===== src/rtl/pfiform_pkg.sv =====
// Shared constants, state encoding and the remainder-amount helper
// for the PFIFORM job sequencer.
package pfiform_pkg;

    localparam int unsigned SAMP_W = 6;
    localparam int unsigned LANES  = 16;
    localparam int unsigned DATA_W = SAMP_W * LANES;
    localparam int unsigned AMT_W  = 4;
    localparam int unsigned LEN_W  = 16;

    typedef enum logic [1:0] {
        IDLE,
        RUN,
        WAIT_OUT,
        DONE
    } state_t;

    // Count-1 encoding of min(rem, amt+1); only meaningful when rem != 0.
    function automatic logic [AMT_W-1:0] amt_min(input logic [LEN_W-1:0] rem,
                                                 input logic [AMT_W-1:0] amt);
        logic [LEN_W-1:0] full;
        logic [LEN_W-1:0] cnt;
        full = LEN_W'(amt) + LEN_W'(1);
        cnt  = (rem < full) ? rem : full;
        return AMT_W'(cnt - LEN_W'(1));
    endfunction

endpackage


===== src/rtl/pfiform_out_reg.sv =====
// One-deep output holding register; a load and a drain in the same
// cycle reload it without a bubble.
module pfiform_out_reg
    import pfiform_pkg::*;
(
    input  logic              clk,
    input  logic              rst_n,
    input  logic              load,
    input  logic              ready,
    input  logic [DATA_W-1:0] load_data,
    input  logic [AMT_W-1:0]  load_amt,
    input  logic              load_last,
    output logic              valid,
    output logic [DATA_W-1:0] data,
    output logic [AMT_W-1:0]  amt,
    output logic              last
);

    always_ff @(posedge clk) begin
        if (!rst_n) begin
            valid <= 1'b0;
            data  <= '0;
            amt   <= '0;
            last  <= 1'b0;
        end else if (load) begin
            valid <= 1'b1;
            data  <= load_data;
            amt   <= load_amt;
            last  <= load_last;
        end else if (valid && ready) begin
            valid <= 1'b0;
            last  <= 1'b0;
        end
    end

endmodule


===== src/rtl/pfiform_seq.sv =====
// Job sequencer for the PFIFORM sample packing FIFO: paces joins and pops
// for one job descriptor and presents popped words on a ready/valid port.
module pfiform_seq
    import pfiform_pkg::*;
(
    input  logic              i_core_clk,
    input  logic              i_rx_rstn,
    input  logic              cfg_start,
    input  logic [LEN_W-1:0]  cfg_len,
    input  logic [AMT_W-1:0]  cfg_join_amt,
    input  logic [AMT_W-1:0]  cfg_pop_amt,
    output logic              cfg_busy,
    output logic              cfg_done,
    input  logic              src_valid,
    output logic              src_ready,
    input  logic [DATA_W-1:0] src_data,
    output logic              JoinEnable,
    input  logic              JoinPermit,
    output logic [AMT_W-1:0]  JoinAmout,
    output logic [DATA_W-1:0] JoinData,
    output logic              PopPermit,
    input  logic              PopEnable,
    output logic [AMT_W-1:0]  PopAmout,
    input  logic [DATA_W-1:0] PopData,
    output logic              dst_valid,
    input  logic              dst_ready,
    output logic [DATA_W-1:0] dst_data,
    output logic [AMT_W-1:0]  dst_amt,
    output logic              dst_last
);

    state_t           state;
    state_t           state_nxt;
    logic [LEN_W-1:0] join_rem;
    logic [LEN_W-1:0] pop_rem;
    logic [AMT_W-1:0] join_amt;
    logic [AMT_W-1:0] pop_amt;
    logic [AMT_W-1:0] join_enc;
    logic [AMT_W-1:0] pop_enc;
    logic [LEN_W-1:0] jcnt;
    logic [LEN_W-1:0] pcnt;
    logic             join_live;
    logic             pop_live;
    logic             join_xfer;
    logic             pop_xfer;
    logic             out_xfer;

    assign join_enc  = amt_min(join_rem, join_amt);
    assign pop_enc   = amt_min(pop_rem, pop_amt);
    assign jcnt      = LEN_W'(join_enc) + LEN_W'(1);
    assign pcnt      = LEN_W'(pop_enc) + LEN_W'(1);
    assign join_live = (state == RUN) && (join_rem != '0);
    assign pop_live  = (state == RUN) && (pop_rem != '0);
    assign join_xfer = JoinEnable && JoinPermit;
    assign pop_xfer  = PopPermit && PopEnable;
    assign out_xfer  = dst_valid && dst_ready;
    assign JoinData  = src_data;

    always_ff @(posedge i_core_clk) begin
        if (!i_rx_rstn) begin
            state <= IDLE;
        end else begin
            state <= state_nxt;
        end
    end

    // Next state plus the combinational handshake terms.
    always_comb begin
        state_nxt  = state;
        JoinEnable = src_valid && join_live;
        src_ready  = JoinPermit && join_live;
        JoinAmout  = join_live ? join_enc : '0;
        PopPermit  = pop_live && (!dst_valid || dst_ready);
        PopAmout   = pop_live ? pop_enc : '0;
        case (state)
            IDLE: begin
                if (cfg_start) begin
                    state_nxt = (cfg_len == '0) ? DONE : RUN;
                end
            end
            RUN: begin
                if (pop_xfer && (pop_rem == pcnt)) begin
                    state_nxt = WAIT_OUT;
                end
            end
            WAIT_OUT: begin
                if (out_xfer && dst_last) begin
                    state_nxt = DONE;
                end
            end
            DONE:    state_nxt = IDLE;
            default: state_nxt = IDLE;
        endcase
    end

    // Job descriptor capture, remainder tracking and status flags.
    always_ff @(posedge i_core_clk) begin
        if (!i_rx_rstn) begin
            join_rem <= '0;
            pop_rem  <= '0;
            join_amt <= '0;
            pop_amt  <= '0;
            cfg_busy <= 1'b0;
            cfg_done <= 1'b0;
        end else begin
            cfg_busy <= (state_nxt == RUN) || (state_nxt == WAIT_OUT);
            cfg_done <= (state_nxt == DONE);
            if ((state == IDLE) && cfg_start) begin
                join_rem <= cfg_len;
                pop_rem  <= cfg_len;
                join_amt <= cfg_join_amt;
                pop_amt  <= cfg_pop_amt;
            end else begin
                if (join_xfer) begin
                    join_rem <= join_rem - jcnt;
                end
                if (pop_xfer) begin
                    pop_rem <= pop_rem - pcnt;
                end
            end
        end
    end

    pfiform_out_reg u_out_reg (
        .clk       (i_core_clk),
        .rst_n     (i_rx_rstn),
        .load      (pop_xfer),
        .ready     (dst_ready),
        .load_data (PopData),
        .load_amt  (pop_enc),
        .load_last (pop_rem == pcnt),
        .valid     (dst_valid),
        .data      (dst_data),
        .amt       (dst_amt),
        .last      (dst_last)
    );

endmodule


===== config.mk =====
export PLATFORM = sky130hd
export DESIGN_NAME = pfiform_seq
export DESIGN_NICKNAME = d
export VERILOG_FILES = /design/src/rtl/pfiform_pkg.sv /design/src/rtl/pfiform_out_reg.sv /design/src/rtl/pfiform_seq.sv
export SDC_FILE = /design/constraint.sdc
export NUM_CORES = 1
export LEC_CHECK = 0
export CAP_MARGIN = 20
export CORE_AREA = 2 2 171 173
export CTS_BUF_LIST = sky130_fd_sc_hd__clkbuf_2
export DETAILED_ROUTE_END_ITERATION = 6
export DIE_AREA = 0 0 173 175
export PLACE_DENSITY = 0.64
export SLEW_MARGIN = 20
export SYNTH_ARGS = -nofsm -noshare
export SYNTH_HDL_FRONTEND = slang
export SYNTH_SLANG_ARGS = --single-unit

===== constraint.sdc =====
create_clock -name i_core_clk -period 10.7 [get_ports i_core_clk]
set_input_delay 1.07 -clock i_core_clk [delete_from_list [all_inputs] [get_ports i_core_clk]]
set_output_delay 1.07 -clock i_core_clk [all_outputs]
set_load 0.01 [all_outputs]

; After elaboration in Yosys (flattened, before gate mapping)
; Cells that the tools add are included.
[totals]
regBits = 146
inputBits = 223
output_inout_bits = 211
[op_classes]
addsub = 8
magnitude_cmp = 2
eq_ne = 7
muxes = 16
reduce_logical = 21
[op_table]
columns = op, count
row1 = $mux W16, 4
row2 = $lt A16 B5 Y1, 2
row3 = $reduce_bool A16 Y1, 2
row4 = $sub A16 B5 Y16, 2
row5 = $add A4 B1 Y5 const B, 4
row6 = $eq A16 B5 Y1, 1
row7 = $logic_not A16 Y1, 1
row8 = $mux W4, 4
row9 = $logic_and A1 B1 Y1, 11
row10 = $eq A2 B2 Y1 const B, 4
row11 = $mux W2, 4
row12 = $pmux W2 S4, 1
row13 = $sub A4 B1 Y4 const B, 2
row14 = $reduce_bool A2 Y1, 3
row15 = $eq A2 B1 Y1 const B, 2
row16 = $mux W1, 3
row17 = $logic_not A2 Y1, 1
row18 = $logic_or A1 B1 Y1, 2
row19 = $logic_not A1 Y1, 1

; Depth between registers and ports, before layout
; Gate-level depths: netlist of the first run.
[logic_depth]
ltp_word = 11
mapped_depth = 24

; Modules after synthesis
; Synthesis of the first run repeated with hierarchy kept, for this count alone.
[hier_totals]
hier_cells = 828
area_unflattened_um2 = 7840.0
[by_module_without_submodules]
columns = module, instances, cells_per_inst, area_each_um2, seq_area_each_um2
row1 = pfiform_seq, 1, 497, 3965.1, 880.8
row2 = pfiform_out_reg, 1, 331, 3875.0, 2042.0

; Least setup slack after synthesis of the first run
; Ideal clock, no wire load.
[synth_timing]
path_type = register to register
startpoint = register pop_amt[0]
endpoint = register pop_rem[7]
arrival_ps = 5008
required_time_ps = 10626
path_slack_ps = 5618
path_stages_with_launch = 24
path_buffers = 1
synth_period_minus_slack_ps = 5082
path_cell_list = dfxtp_1 -> ha_1 -> inv_1 -> ha_1 -> o21a_1 -> o31ai_1 -> a21oi_1 -> nor2_2 -> mux2i_1 -> inv_1 -> ha_1 -> nor2b_1 -> xnor2_1 -> a21o_1 -> nand2_1 -> xnor2_1 -> mux2_2 -> ha_1 -> and3_1 -> a22o_1 -> or3_1 -> buf_2 -> or4_1 -> a31oi_1
[synth_between]
elab_chain_len = 8
[synth_lines]
columns = item, line
row1 = start: declaration, pfiform_seq.sv:37  ; logic [AMT_W-1:0] pop_amt;
row2 = start signal: assignment, pfiform_seq.sv:112  ; pop_amt <= cfg_pop_amt;
row3 = $add A4 B1 Y5 (*), pfiform_pkg.sv:23  ; full = LEN_W'(amt) + LEN_W'(1);
row4 = $lt A16 B5 Y1, pfiform_pkg.sv:24  ; cnt = (rem < full) ? rem : full;
row5 = $mux W4 (*), pfiform_pkg.sv:24
row6 = $sub A4 B1 Y4 (*), pfiform_pkg.sv:25  ; return AMT_W'(cnt - LEN_W'(1));
row7 = net pop_enc[0], pfiform_seq.sv:39  ; logic [AMT_W-1:0] pop_enc;
row8 = $add A4 B1 Y5 (*), pfiform_seq.sv:51  ; assign pcnt = LEN_W'(pop_enc) + LEN_W'(1);
row9 = $sub A16 B5 Y16 (*), pfiform_seq.sv:118  ; pop_rem <= pop_rem - pcnt;
row10 = $mux W16 (*), pfiform_seq.sv:117  ; if (pop_xfer) begin
row11 = $mux W16 (*), pfiform_seq.sv:108  ; if ((state == IDLE) && cfg_start) begin
row12 = end signal: assignment, pfiform_seq.sv:110  ; pop_rem <= cfg_len;
row13 = end signal: assignment, pfiform_seq.sv:118
row14 = end: declaration, pfiform_seq.sv:35  ; logic [LEN_W-1:0] pop_rem;
; Mark *: on every way through the listed nets, which the timed path passes. The rest lies on a longest branch. The select of a mux whose other input is x is not followed.
; A chain may end at the register's enable or synchronous reset.

; Worst setup path in the final report of the first run
[layout_timing]
startpoint = register join_amt[0]
endpoint = output port JoinAmout[2]
[layout_between]
elab_chain_len = 5
[layout_lines]
columns = item, line
row1 = start: declaration, pfiform_seq.sv:36  ; logic [AMT_W-1:0] join_amt;
row2 = start signal: assignment, pfiform_seq.sv:111  ; join_amt <= cfg_join_amt;
row3 = $add A4 B1 Y5 (*), pfiform_pkg.sv:23
row4 = $lt A16 B5 Y1, pfiform_pkg.sv:24
row5 = $mux W4 (*), pfiform_pkg.sv:24
row6 = $sub A4 B1 Y4 (*), pfiform_pkg.sv:25
row7 = $mux W4 (*), pfiform_seq.sv:72  ; JoinAmout = join_live ? join_enc : '0;
row8 = end: declaration, pfiform_seq.sv:19  ; output logic [AMT_W-1:0] JoinAmout,
; Mark *: on every way between the ends. The rest lies on a longest branch, timed or not.

==> impl_metrics.csv, run 1 <==
group,metric,value,unit
logic_synthesis,avgSynthCellArea,7.81,um^2
pwr,ir_drop,0.0653,mV
pwr,p_seq_share,45.1,%
setup_path,worst_ep_required_time,9.63,ns
logic_synthesis,yosys.area_share.simple,21.3,%
global_route,antenna_found_initial,2,
logic_synthesis,synth_xor_area_share,2.63,%
pwr,p_int,0.887,mW
clocking,cts_root_buf,"clkbuf_2",
timing,setup_slack,4.76,ns
logic_synthesis,synth_seq_area_share,39.9,%
logic_synthesis,syn_nets,1184,
timing,max_slew_margin,33.8,%
logic_synthesis,synth_fa_ha_area_share,4.13,%
floorplan,rows,62,
place,dpl-instance-area,9340,um^2
drt,routed_wl,22700,um
drt,first_iter_violations,310,
timing,rsz0062_at_grt,"no",
timing,fmax,168,MHz
logic_synthesis,yosysWarnings,0,
setup_path,crit_path_max_fanout,6,
pwr,leakagePower,3.42,nW
timing,setup_viol,0,
floorplan,fp.dieArea,30300,um^2
clocking,htree_num_levels,4,
logic_synthesis,synth_edf_count,0,
layout,design_area,9640,um^2
logic_synthesis,syn-cell-area,7320,um^2
setup_path,worstPathArrival,4.87,ns
place,portBuffers,241,
logic_synthesis,muxShareOfSynthArea,1.11,%
drt,drc,0,
status,status,"completed",
timing,fin_crit,5.94,ns
timing,finalSetupTns,0,ns
logic_synthesis,synth_top_family_by_area,"simple AND/OR/NAND/NOR gates",
clocking,holdBufCountCts,0,
clocking,clock-sinks,146,
setup_path,startpoint_type,"flop",
clocking,clkLatencyLatePin,0.75,ns
layout,nets,1303,
setup_path,end_kind,"primary output",
logic_synthesis,synth-compound-area-share,17.3,%
drt,ant_nets,0,
logic_synthesis,synth_cell_types,60,
pwr,switching_share,34.1,%
timing,period_share,55.5,%
global_route,grt-ovfl-total,0,
global_route,first_global_vias,6650,
setup_path,worst-setup-path-type,"reg -> out",
global_route,grt_pass1_wl,35200,um
layout,area_growth,31.6,%
clocking,cts_resized,0,
timing,drv_slew,0,
place,dpl_worst_slack,5.08,ns
setup_path,crit_top_cell,"ha_1",
timing,finClkSkew,0.0676,ns
worst_hold_path,hold_path.class,"reg -> reg",
floorplan,die_h,175,um
clocking,cts_setup_buffers,0,
clocking,clockBufferDepth,2,
setup_path,critical_path.max_stage_delay,0.67,ns
timing,worst_pin_slew,0.993,ns
logic_synthesis,yosysTopAreaCell,"dfxtp_1",
floorplan,floorplan.die.width,173,um
worst_hold_path,hold_depth,2,
drt,vias,6655,
logic_synthesis,synth_top_area_share,39.9,%
pwr,clock_power_share,29.3,%
setup_path,crit_chain,"ha_1 -> xor2_1 -> inv_1 -> ha_1 -> o21ai_0 -> a2111oi_0 -> nor3_1 -> mux2i_1 -> inv_1 -> ha_1 -> or2_2 -> a2111o_1 -> nand2_1 -> nor2_1 -> clkdlybuf4s50_1",
place,dp_hpwl,16000,um
clocking,clk_pin_slew,0.25,ns
logic_synthesis,ys_async_sr_fraction,0,%
flow_run,maxCapViolCount,0,
logic_synthesis,synth-seq-cells,146,
pwr,pwr_density_cell,140,nW/um^2
floorplan,io_pins,434,
global_route,gr-usage-all-layers,14.6,%
drt,vias_per_cell,4.57,
drt,firstDrtPassIters,4,
place,gp_congestion,0.819,
setup_path,worstRegToRegCells,22,
layout,drive_above_1_share,4.30,%
floorplan,core_area,28400,um^2
logic_synthesis,synthTopCellsByArea,"dfxtp_1, nand2_1, buf_4, a21oi_1, ha_1",
clocking,cts_tree,"done",
clocking,cts_made_buffers,17,
floorplan,start_util,25.8,%
global_route,grt_max_degree,92,
pwr,power.switching,0.458,mW
drt,wl_per_cell,15.6,um
logic_synthesis,synthCells,938,
pwr,power_frac_comb,25.7,%
timing,hold_violations,0,
logic_synthesis,synth_ff_type,"dfxtp_1",
setup_path,crit_slowest_cell,"a2111oi_0",
cell usage after synthesis (8+ instances only):
library cell / instances
nand2_1: 241
dfxtp_1: 146
a21oi_1: 133
buf_4: 97
nor2_1: 36
clkbuf_1: 33
ha_1: 21
inv_1: 17
nor3_1: 17
nand3_1: 16
o21ai_0: 15
xnor2_1: 13
buf_2: 11
and3_1: 9
nor4_1: 9
xor2_1: 9
o211ai_1: 8
o21a_1: 8
sequential cells by signal, indices dropped and copies added, names as in the netlist:
| name | flops |
|---|---|
| u_out_reg.valid | 1 |
| u_out_reg.last | 1 |
| join_rem | 16 |
| pop_amt | 4 |
| cfg_busy | 1 |
| u_out_reg.amt | 4 |
| pop_rem | 16 |
| state | 2 |
| join_amt | 4 |
| u_out_reg.data | 96 |
| cfg_done | 1 |
path summary, 6_finish.rpt:
kind              slack, ns                              end                       startpoint
hold / removal         0.47  u_out_reg.data[17]$_SDFFE_PN0P_  u_out_reg.data[17]$_SDFFE_PN0P_
hold reg to reg        0.47  u_out_reg.data[17]$_SDFFE_PN0P_  u_out_reg.data[17]$_SDFFE_PN0P_
setup / recovery       4.76                     JoinAmout[2]         join_amt[0]$_SDFFE_PN0P_
setup reg to reg       4.92          pop_rem[7]$_SDFFE_PN0P_          pop_amt[0]$_SDFFE_PN0P_
power groups by stage:
stage          clock network (mW)  logic (mW)  registers, mW
2_1_floorplan                   0       0.231          0.617
3_3_place_gp                    0       0.340          0.615
5_1_grt                     0.433       0.380          0.612
6_report                    0.394       0.345          0.606
3_5_place_dp                    0       0.345          0.616
4_1_cts                     0.411       0.347          0.606
layer usage:
layer	global-route usage (%)	wire length (um)	vias up
met3	5.05	1770	76
li1	-	-	3326
met1	17.5	9810	3006
met4	7.06	809	2
met5	0	13	-
met2	23.4	10300	245
cells by family after synthesis:
logic type	Yosys count
compound gates	213
xor+xnor	22
fa+ha+maj	23
buf+inv	163
flops	146
mux	8
simple gates	363
cells in the final DEF (no fill, tap or decap), types with 3 or more instances in the layout:
cell type        instances
o21ai_0                 15
o211a_1                  3
nor2_1                  36
buf_4                    5
and2_1                   6
nand4_1                  3
o31a_1                   3
inv_6                    7
nor4_1                   9
dfxtp_1                146
and3_1                   9
a21oi_1                132
nor3_1                  17
o211ai_1                 8
inv_8                    3
inv_1                   16
xor2_1                   9
or3_1                    5
a221oi_1                 3
nand2b_1                 4
o311ai_0                 6
nand2_1                241
o21a_1                   8
xnor2_1                 13
clkbuf_2                17
a31oi_1                  7
mux2i_1                  7
a21o_1                   4
bufinv_16                3
ha_1                    21
a211oi_1                 5
nand3_1                 16
clkdlybuf4s50_1        241
nor2b_1                  4
or4_1                    4
through the flow:
step | hold slack (ns) | instances | total power [mW] | utilization, %
final | 0.467 | 1455 | 1.35 | 33.9
after global routing | 0.487 | 1455 | 1.42 | 33.9
after CTS | 0.471 | 1454 | 1.36 | 33.9
after detailed placement | 0.445 | 1422 | 0.961 | 32.9
after global placement | 0.441 | 1422 | 0.955 | 32.9
after floorplan | 0.454 | 938 | 0.848 | -
worst max-delay path: cells and delay by family (launching register included):
family	cells	cell delay, ns
AOI/OAI and AO/OA	3	1.09
adders and majority gates	3	0.71
muxes	1	0.34
and+or+nand+nor	4	0.67
DFF	1	0.48
buffers and inverters	3	0.64
xor gates and xnor gates	1	0.25
cell type report:
| class | count | area, um^2 |
|---|---|---|
| multi-input cells | 629 | 3420 |
| well taps | 384 | 480 |
| clock buffers | 17 | 85.1 |
| clock inverters | 15 | 209 |
| fillers | 3020 | 18800 |
| inverters | 17 | 66.3 |
| repair buffers | 246 | 2450 |
| flip-flops and latches | 146 | 2920 |
| diodes | 1 | 2.50 |
(Power assumes the default switching activity.)
==> run 2: changes to the inputs <==
CORE_AREA = 2 2 167 169   (was 2 2 171 173)
DIE_AREA = 0 0 169 171   (was 0 0 173 175)
PLACE_DENSITY = 0.66   (was 0.64)
clock period = 5.75 ns   (was 10.7 ns; I/O delays follow)
==> impl_metrics.csv, run 2 (synthesis gave the netlist of run 1 again) <==
group,metric,value,unit
setup_path,end_kind,"flop",
floorplan,floorplan.die.width,169,um
layout,nFillCells,2879,
setup_path,reg2reg_from,"pop_amt[0]$_SDFFE_PN0P_",
setup_path,worstPathArrival,6.03,ns
setup_path,critical_path.max_stage_delay,0.47,ns
timing,fmax,186,MHz
floorplan,core_area,27300,um^2
clocking,cts_tree,"done",
layout,largest_reg_flops,96,
setup_path,worst_ep_required_time,6.40,ns
global_route,grt_pass1_wl,33500,um
timing,finalSetupTns,0,ns
setup_path,crit_slowest_cell,"or3_1",
global_route,use_met1,17.5,%
drt,first_iter_violations,364,
timing,fin_crit,5.38,ns
global_route,grt-ovfl-total,0,
layout,nets,1307,
setup_path,crit_path_max_fanout,10,
layout,design_area,9630,um^2
setup_path,crit_chain,"ha_1 -> inv_1 -> ha_1 -> o21a_1 -> o31ai_1 -> a21oi_1 -> nor2_2 -> mux2i_1 -> inv_1 -> ha_1 -> nor2b_1 -> mux2i_1 -> o22ai_1 -> nand2_1 -> xor2_1 -> mux2_2 -> ha_1 -> and3_1 -> a22o_1 -> or3_1 -> or4_1 -> a31oi_1",
global_route,antenna_found_initial,2,
pwr,p_seq_share,45.3,%
status,status,"completed",
place,gp_congestion,0.820,
clocking,htree_num_levels,4,
global_route,grt_max_degree,58,
floorplan,io_pins,434,
drt,vias_per_cell,4.70,
global_route,met2_usage,24.3,%
clocking,holdBufCountCts,0,
global_route,first_global_vias,6211,
setup_path,worstPathBufferInverterCount,2,
setup_path,crit_top_cell,"ha_1",
layout,area_growth,31.4,%
drt,firstDrtPassIters,5,
worst_hold_path,hold_path.class,"in -> reg",
place,dpl_worst_slack,0.398,ns
drt,vias,6675,
pwr,power.switching,0.833,mW
drt,routed_wl,22100,um
timing,hold_violations,0,
clocking,cts_made_buffers,17,
setup_path,worstSetupStartpoint,"pop_amt[0]$_SDFFE_PN0P_",
layout,drive_above_1_share,4.84,%
flow_run,maxCapViolCount,0,
place,dp_hpwl,16000,um
drt,drc,0,
pwr,clock_power_share,28.8,%
layout,reg_top3,"u_out_reg.data: 96 flops, join_rem: 16 flops, pop_rem: 16 flops",
pwr,leakagePower,3.45,nW
drt,wl_per_cell,15.5,um
floorplan,die_h,171,um
timing,period_share,93.6,%
timing,setup_slack,0.368,ns
floorplan,fp.dieArea,28900,um^2
pwr,switching_share,33.5,%
floorplan,rows,61,
global_route,met3_usage,5.16,%
drt,ant_nets,0,
pwr,ir_drop,0.136,mV
clocking,cts_setup_buffers,0,
place,dpl-instance-area,9320,um^2
setup_path,worst-setup-path-type,"reg -> reg",
clocking,clockBufferDepth,2,
worst_hold_path,min_from,"PopData[60]",
timing,worst_pin_slew,0.902,ns
clocking,cts_root_buf,"clkbuf_2",
pwr,power_frac_comb,25.8,%
layout,final_cell_mix,"nand2_1, clkdlybuf4s50_1, dfxtp_1",
global_route,grt.busiest_layer,"met2",
clocking,clk_pin_slew,0.28,ns
global_route,gr-usage-all-layers,14.8,%
floorplan,start_util,26.8,%
setup_path,startpoint_type,"flop",
clocking,clock-sinks,146,
layout,regMostFlops,"u_out_reg.data",
pwr,p_int,1.65,mW
timing,finClkSkew,0.0343,ns
setup_path,cp_top_family,"simple AND/OR/NAND/NOR gates",
timing,max_slew_margin,39.7,%
clocking,clkLatencyLatePin,0.72,ns
timing,drv_slew,0,
timing,setup_viol,0,
timing,rsz0062_at_grt,"no",
place,portBuffers,241,
pwr,pwr_density_cell,258,nW/um^2
-- run 2: what timing repair did --
action                     CTS  global route
resized for setup            0             3
hold endpoints to repair     0             0
setup endpoints to repair    0             2
-- run 2: layer usage --
layer	wire, um	up-vias
li1	-	3333
met1	9210	3054
met2	10500	237
met3	1790	49
met4	562	2
met5	11	-
-- run 2: power groups by stage --
stage          clock, mW  sequential [mW]  combinational, mW
2_1_floorplan          0             1.15              0.429
3_3_place_gp           0             1.14              0.630
3_5_place_dp           0             1.15              0.640
4_1_cts            0.754             1.13              0.643
5_1_grt            0.789             1.14              0.710
6_report           0.717             1.13              0.642
-- run 2: layout make-up --
class | count | area (um^2) | area share, %
diodes | 1 | 2.50 | 0.0260
clock buffers | 17 | 85.1 | 0.884
inverters | 17 | 66.3 | 0.689
flip-flops and latches | 146 | 2920 | 30.4
multi-input cells | 629 | 3430 | 35.6
clock inverters | 15 | 208 | 2.16
well taps | 346 | 433 | 4.50
repair buffers | 250 | 2480 | 25.8
-- run 2: final timing paths --
path	endpoint	slack (ns)	cells after the start
setup / recovery	pop_rem[7]$_SDFFE_PN0P_	0.37	22
hold / removal	u_out_reg.data[60]$_SDFFE_PN0P_	0.35	3
setup reg to reg	pop_rem[7]$_SDFFE_PN0P_	0.37	22
hold reg to reg	u_out_reg.data[86]$_SDFFE_PN0P_	0.47	2
-- run 2: worst register-to-register path: stages (launching register included) --
cell and delay, ns:
dfxtp_2 0.42, ha_1 0.38, inv_1 0.07, ha_1 0.27, o21a_1 0.12, o31ai_1 0.23, a21oi_1 0.14, nor2_2 0.13
mux2i_1 0.30, inv_1 0.09, ha_1 0.38, nor2b_1 0.21, mux2i_1 0.11, o22ai_1 0.14, nand2_1 0.08, xor2_1 0.14
mux2_2 0.28, ha_1 0.34, and3_1 0.22, a22o_1 0.23, or3_1 0.47, or4_1 0.44, a31oi_1 0.18
-- run 2: through the flow --
stage          hold WS (ns)  std cells  utilization, %  total power, mW
5_1_grt               0.228       1421            35.2             2.64
2_1_floorplan         0.454        938               -             1.58
3_3_place_gp          0.440       1388            34.1             1.77
3_5_place_dp          0.445       1388            34.1             1.79
6_report              0.354       1421            35.2             2.49
4_1_cts               0.237       1420            35.2             2.52
==> run 3: changes to the inputs <==
ABC_AREA = 1   (was unset)
CORE_AREA = 5 5 167 169   (was 2 2 167 169)
DIE_AREA = 0 0 172 174   (was 0 0 169 171)
PLACE_DENSITY = 0.69   (was 0.66)
==> impl_metrics.csv, run 3 <==
group,metric,value,unit
drt,routed_wl,23100,um
timing,rsz0062_at_grt,"no",
floorplan,core_area,26400,um^2
timing,period_share,73.1,%
drt,firstDrtPassIters,4,
global_route,grt_max_degree,110,
setup_path,end_kind,"flop",
flow_run,maxCapViolCount,0,
layout,regMostFlops,"u_out_reg.data",
layout,final_cell_mix,"nand2_1, clkdlybuf4s50_1, dfxtp_1",
logic_synthesis,yosysTopAreaCell,"dfxtp_1",
pwr,power_frac_comb,33.5,%
timing,fin_crit,4.20,ns
timing,finalSetupTns,0,ns
clocking,clk_pin_slew,0.33,ns
clocking,clock-sinks,146,
logic_synthesis,syn_nets,1302,
clocking,cts_setup_buffers,0,
setup_path,startpoint_type,"flop",
drt,vias,6909,
logic_synthesis,yosysWarnings,0,
setup_path,worst_ep_required_time,6.45,ns
timing,worst_pin_slew,0.964,ns
setup_path,worstPathBufferInverterCount,5,
timing,drv_slew,0,
logic_synthesis,synth_edf_count,0,
drt,vias_per_cell,4.51,
timing,setup_slack,1.55,ns
pwr,switching_share,38.9,%
logic_synthesis,muxShareOfSynthArea,0,%
logic_synthesis,synth_top_area_share,37.9,%
place,gp_congestion,0.873,
setup_path,crit_top_cell,"nand2_1",
pwr,ir_drop,0.147,mV
clocking,holdBufCountCts,0,
timing,fmax,238,MHz
pwr,leakagePower,3.93,nW
logic_synthesis,synth_ff_type,"dfxtp_1",
logic_synthesis,synth_xor_area_share,2.62,%
timing,setup_viol,0,
worst_hold_path,hold_path.class,"in -> reg",
global_route,first_global_vias,6741,
clocking,clockBufferDepth,2,
timing,hold_violations,0,
layout,nets,1424,
floorplan,io_pins,434,
drt,ant_nets,0,
floorplan,fp.dieArea,29900,um^2
layout,reg_top3,"u_out_reg.data: 96 flops, join_rem: 16 flops, pop_rem: 16 flops",
floorplan,start_util,29.1,%
logic_synthesis,synth-seq-cells,146,
global_route,grt-ovfl-total,0,
logic_synthesis,synth-compound-area-share,11.8,%
floorplan,rows,60,
drt,first_iter_violations,334,
clocking,clkLatencyLatePin,0.77,ns
layout,final_common_cell,"nand2_1",
floorplan,floorplan.die.width,172,um
clocking,cts_root_buf,"clkbuf_2",
global_route,gr-usage-all-layers,15.1,%
logic_synthesis,synth_fa_ha_area_share,3.93,%
logic_synthesis,synth_seq_area_share,37.9,%
layout,area_growth,27.5,%
pwr,pwr_density_cell,271,nW/um^2
place,dpl_worst_slack,1.61,ns
layout,largest_reg_flops,96,
logic_synthesis,syn-cell-area,7700,um^2
drt,wl_per_cell,15.1,um
drt,drc,0,
global_route,grt_pass1_wl,36200,um
pwr,p_seq_share,42.9,%
logic_synthesis,synth_cell_types,43,
pwr,clock_power_share,23.6,%
place,dp_hpwl,17000,um
setup_path,critical_path.max_stage_delay,0.46,ns
logic_synthesis,synthCells,1056,
logic_synthesis,avgSynthCellArea,7.29,um^2
pwr,p_int,1.63,mW
setup_path,cp_top_family,"simple AND/OR/NAND/NOR gates",
logic_synthesis,ys_async_sr_fraction,0,%
clocking,cts_resized,0,
timing,max_slew_margin,35.8,%
setup_path,worstPathArrival,4.90,ns
clocking,cts_tree,"done",
status,status,"completed",
logic_synthesis,synth_common_cells,"nand2_1, dfxtp_1, a21oi_1, buf_4, inv_1",
timing,finClkSkew,0.0691,ns
logic_synthesis,yosys.area_share.simple,26.9,%
clocking,cts_made_buffers,17,
layout,drive_above_1_share,6.63,%
logic_synthesis,synth_top_family_by_area,"simple AND/OR/NAND/NOR gates",
setup_path,worst-setup-path-type,"reg -> reg",
logic_synthesis,synthTopCellsByArea,"dfxtp_1, nand2_1, buf_4, a21oi_1, ha_1",
floorplan,die_h,174,um
setup_path,crit_path_max_fanout,6,
place,portBuffers,241,
pwr,power.switching,1.03,mW
global_route,antenna_found_initial,1,
clocking,htree_num_levels,4,
setup_path,crit_slowest_cell,"dfxtp_1",
layout,nFillCells,2757,
logic_synthesis,yosysMostFrequentCell,"nand2_1",
==> run 3: changes by cell type in the layout (fill, tap and decap cells not counted), moves of 11 or more <==
cell / delta
nor3_1: -11
a21oi_1: -18
nand3_1: +19
nand2_2: +11
nor2_1: +21
nand2_1: +93
inv_1: +54
==> run 3: final cells by class <==
class	count	area, um^2	share of cell area [%]
multi-input cells	693	3490	35.5
flip-flops and latches	146	2920	29.8
repair buffers	244	2450	24.9
well taps	341	427	4.35
inverters	76	288	2.93
clock inverters	15	161	1.64
clock buffers	17	85.1	0.866
diodes	1	2.50	0.0255
==> run 3: path summary, 6_finish.rpt <==
check	end	slack [ns]	startpoint	depth (start not counted)
setup / recovery	pop_rem[12]$_SDFFE_PN0P_	1.55	pop_amt[0]$_SDFFE_PN0P_	33
hold reg to reg	u_out_reg.data[50]$_SDFFE_PN0P_	0.48	u_out_reg.data[50]$_SDFFE_PN0P_	2
hold / removal	u_out_reg.data[50]$_SDFFE_PN0P_	0.30	PopData[50]	3
setup reg to reg	pop_rem[12]$_SDFFE_PN0P_	1.55	pop_amt[0]$_SDFFE_PN0P_	33
==> run 3: cell families after synthesis <==
logic type                 Yosys count
AOI/OAI and AO/OA                  166
and+or+nand+nor                    481
buffers and inverters              217
DFF                                146
adders and majority gates           23
xor gates and xnor gates            23
==> run 3: stage by stage <==
step	power, mW	utilization, %	area (um^2)	hold WS, ns	cells
after floorplan	1.81	-	7700	0.470	1056
after global placement	2.03	36.2	9570	0.451	1500
after detailed placement	2.05	36.2	9570	0.455	1500
after CTS	2.70	37.1	9820	0.213	1532
after global routing	2.85	37.2	9820	0.178	1533
final	2.66	37.2	9820	0.301	1533
==> run 3: power by group through the flow <==
stage / Combinational, mW / Sequential, mW / Clock, mW
floorplan: 0.643 / 1.16 / 0
global placement: 0.873 / 1.16 / 0
detailed placement: 0.887 / 1.16 / 0
CTS: 0.892 / 1.14 / 0.662
global route: 0.995 / 1.15 / 0.704
finish: 0.890 / 1.14 / 0.627
==> run 3: per-layer routing <==
| metal | routed length [um] | GRT usage, % |
|---|---|---|
| met1 | 9820 | 18.5 |
| met3 | 1690 | 4.91 |
| met4 | 1130 | 7.83 |
| met5 | 0 | 0 |
| met2 | 10400 | 23.5 |
==> run 3: tightest hold or removal path: stages <==
cell and delay (ns):
clkdlybuf4s50_1 0.39, nand2_1 0.06, a21oi_1 0.05
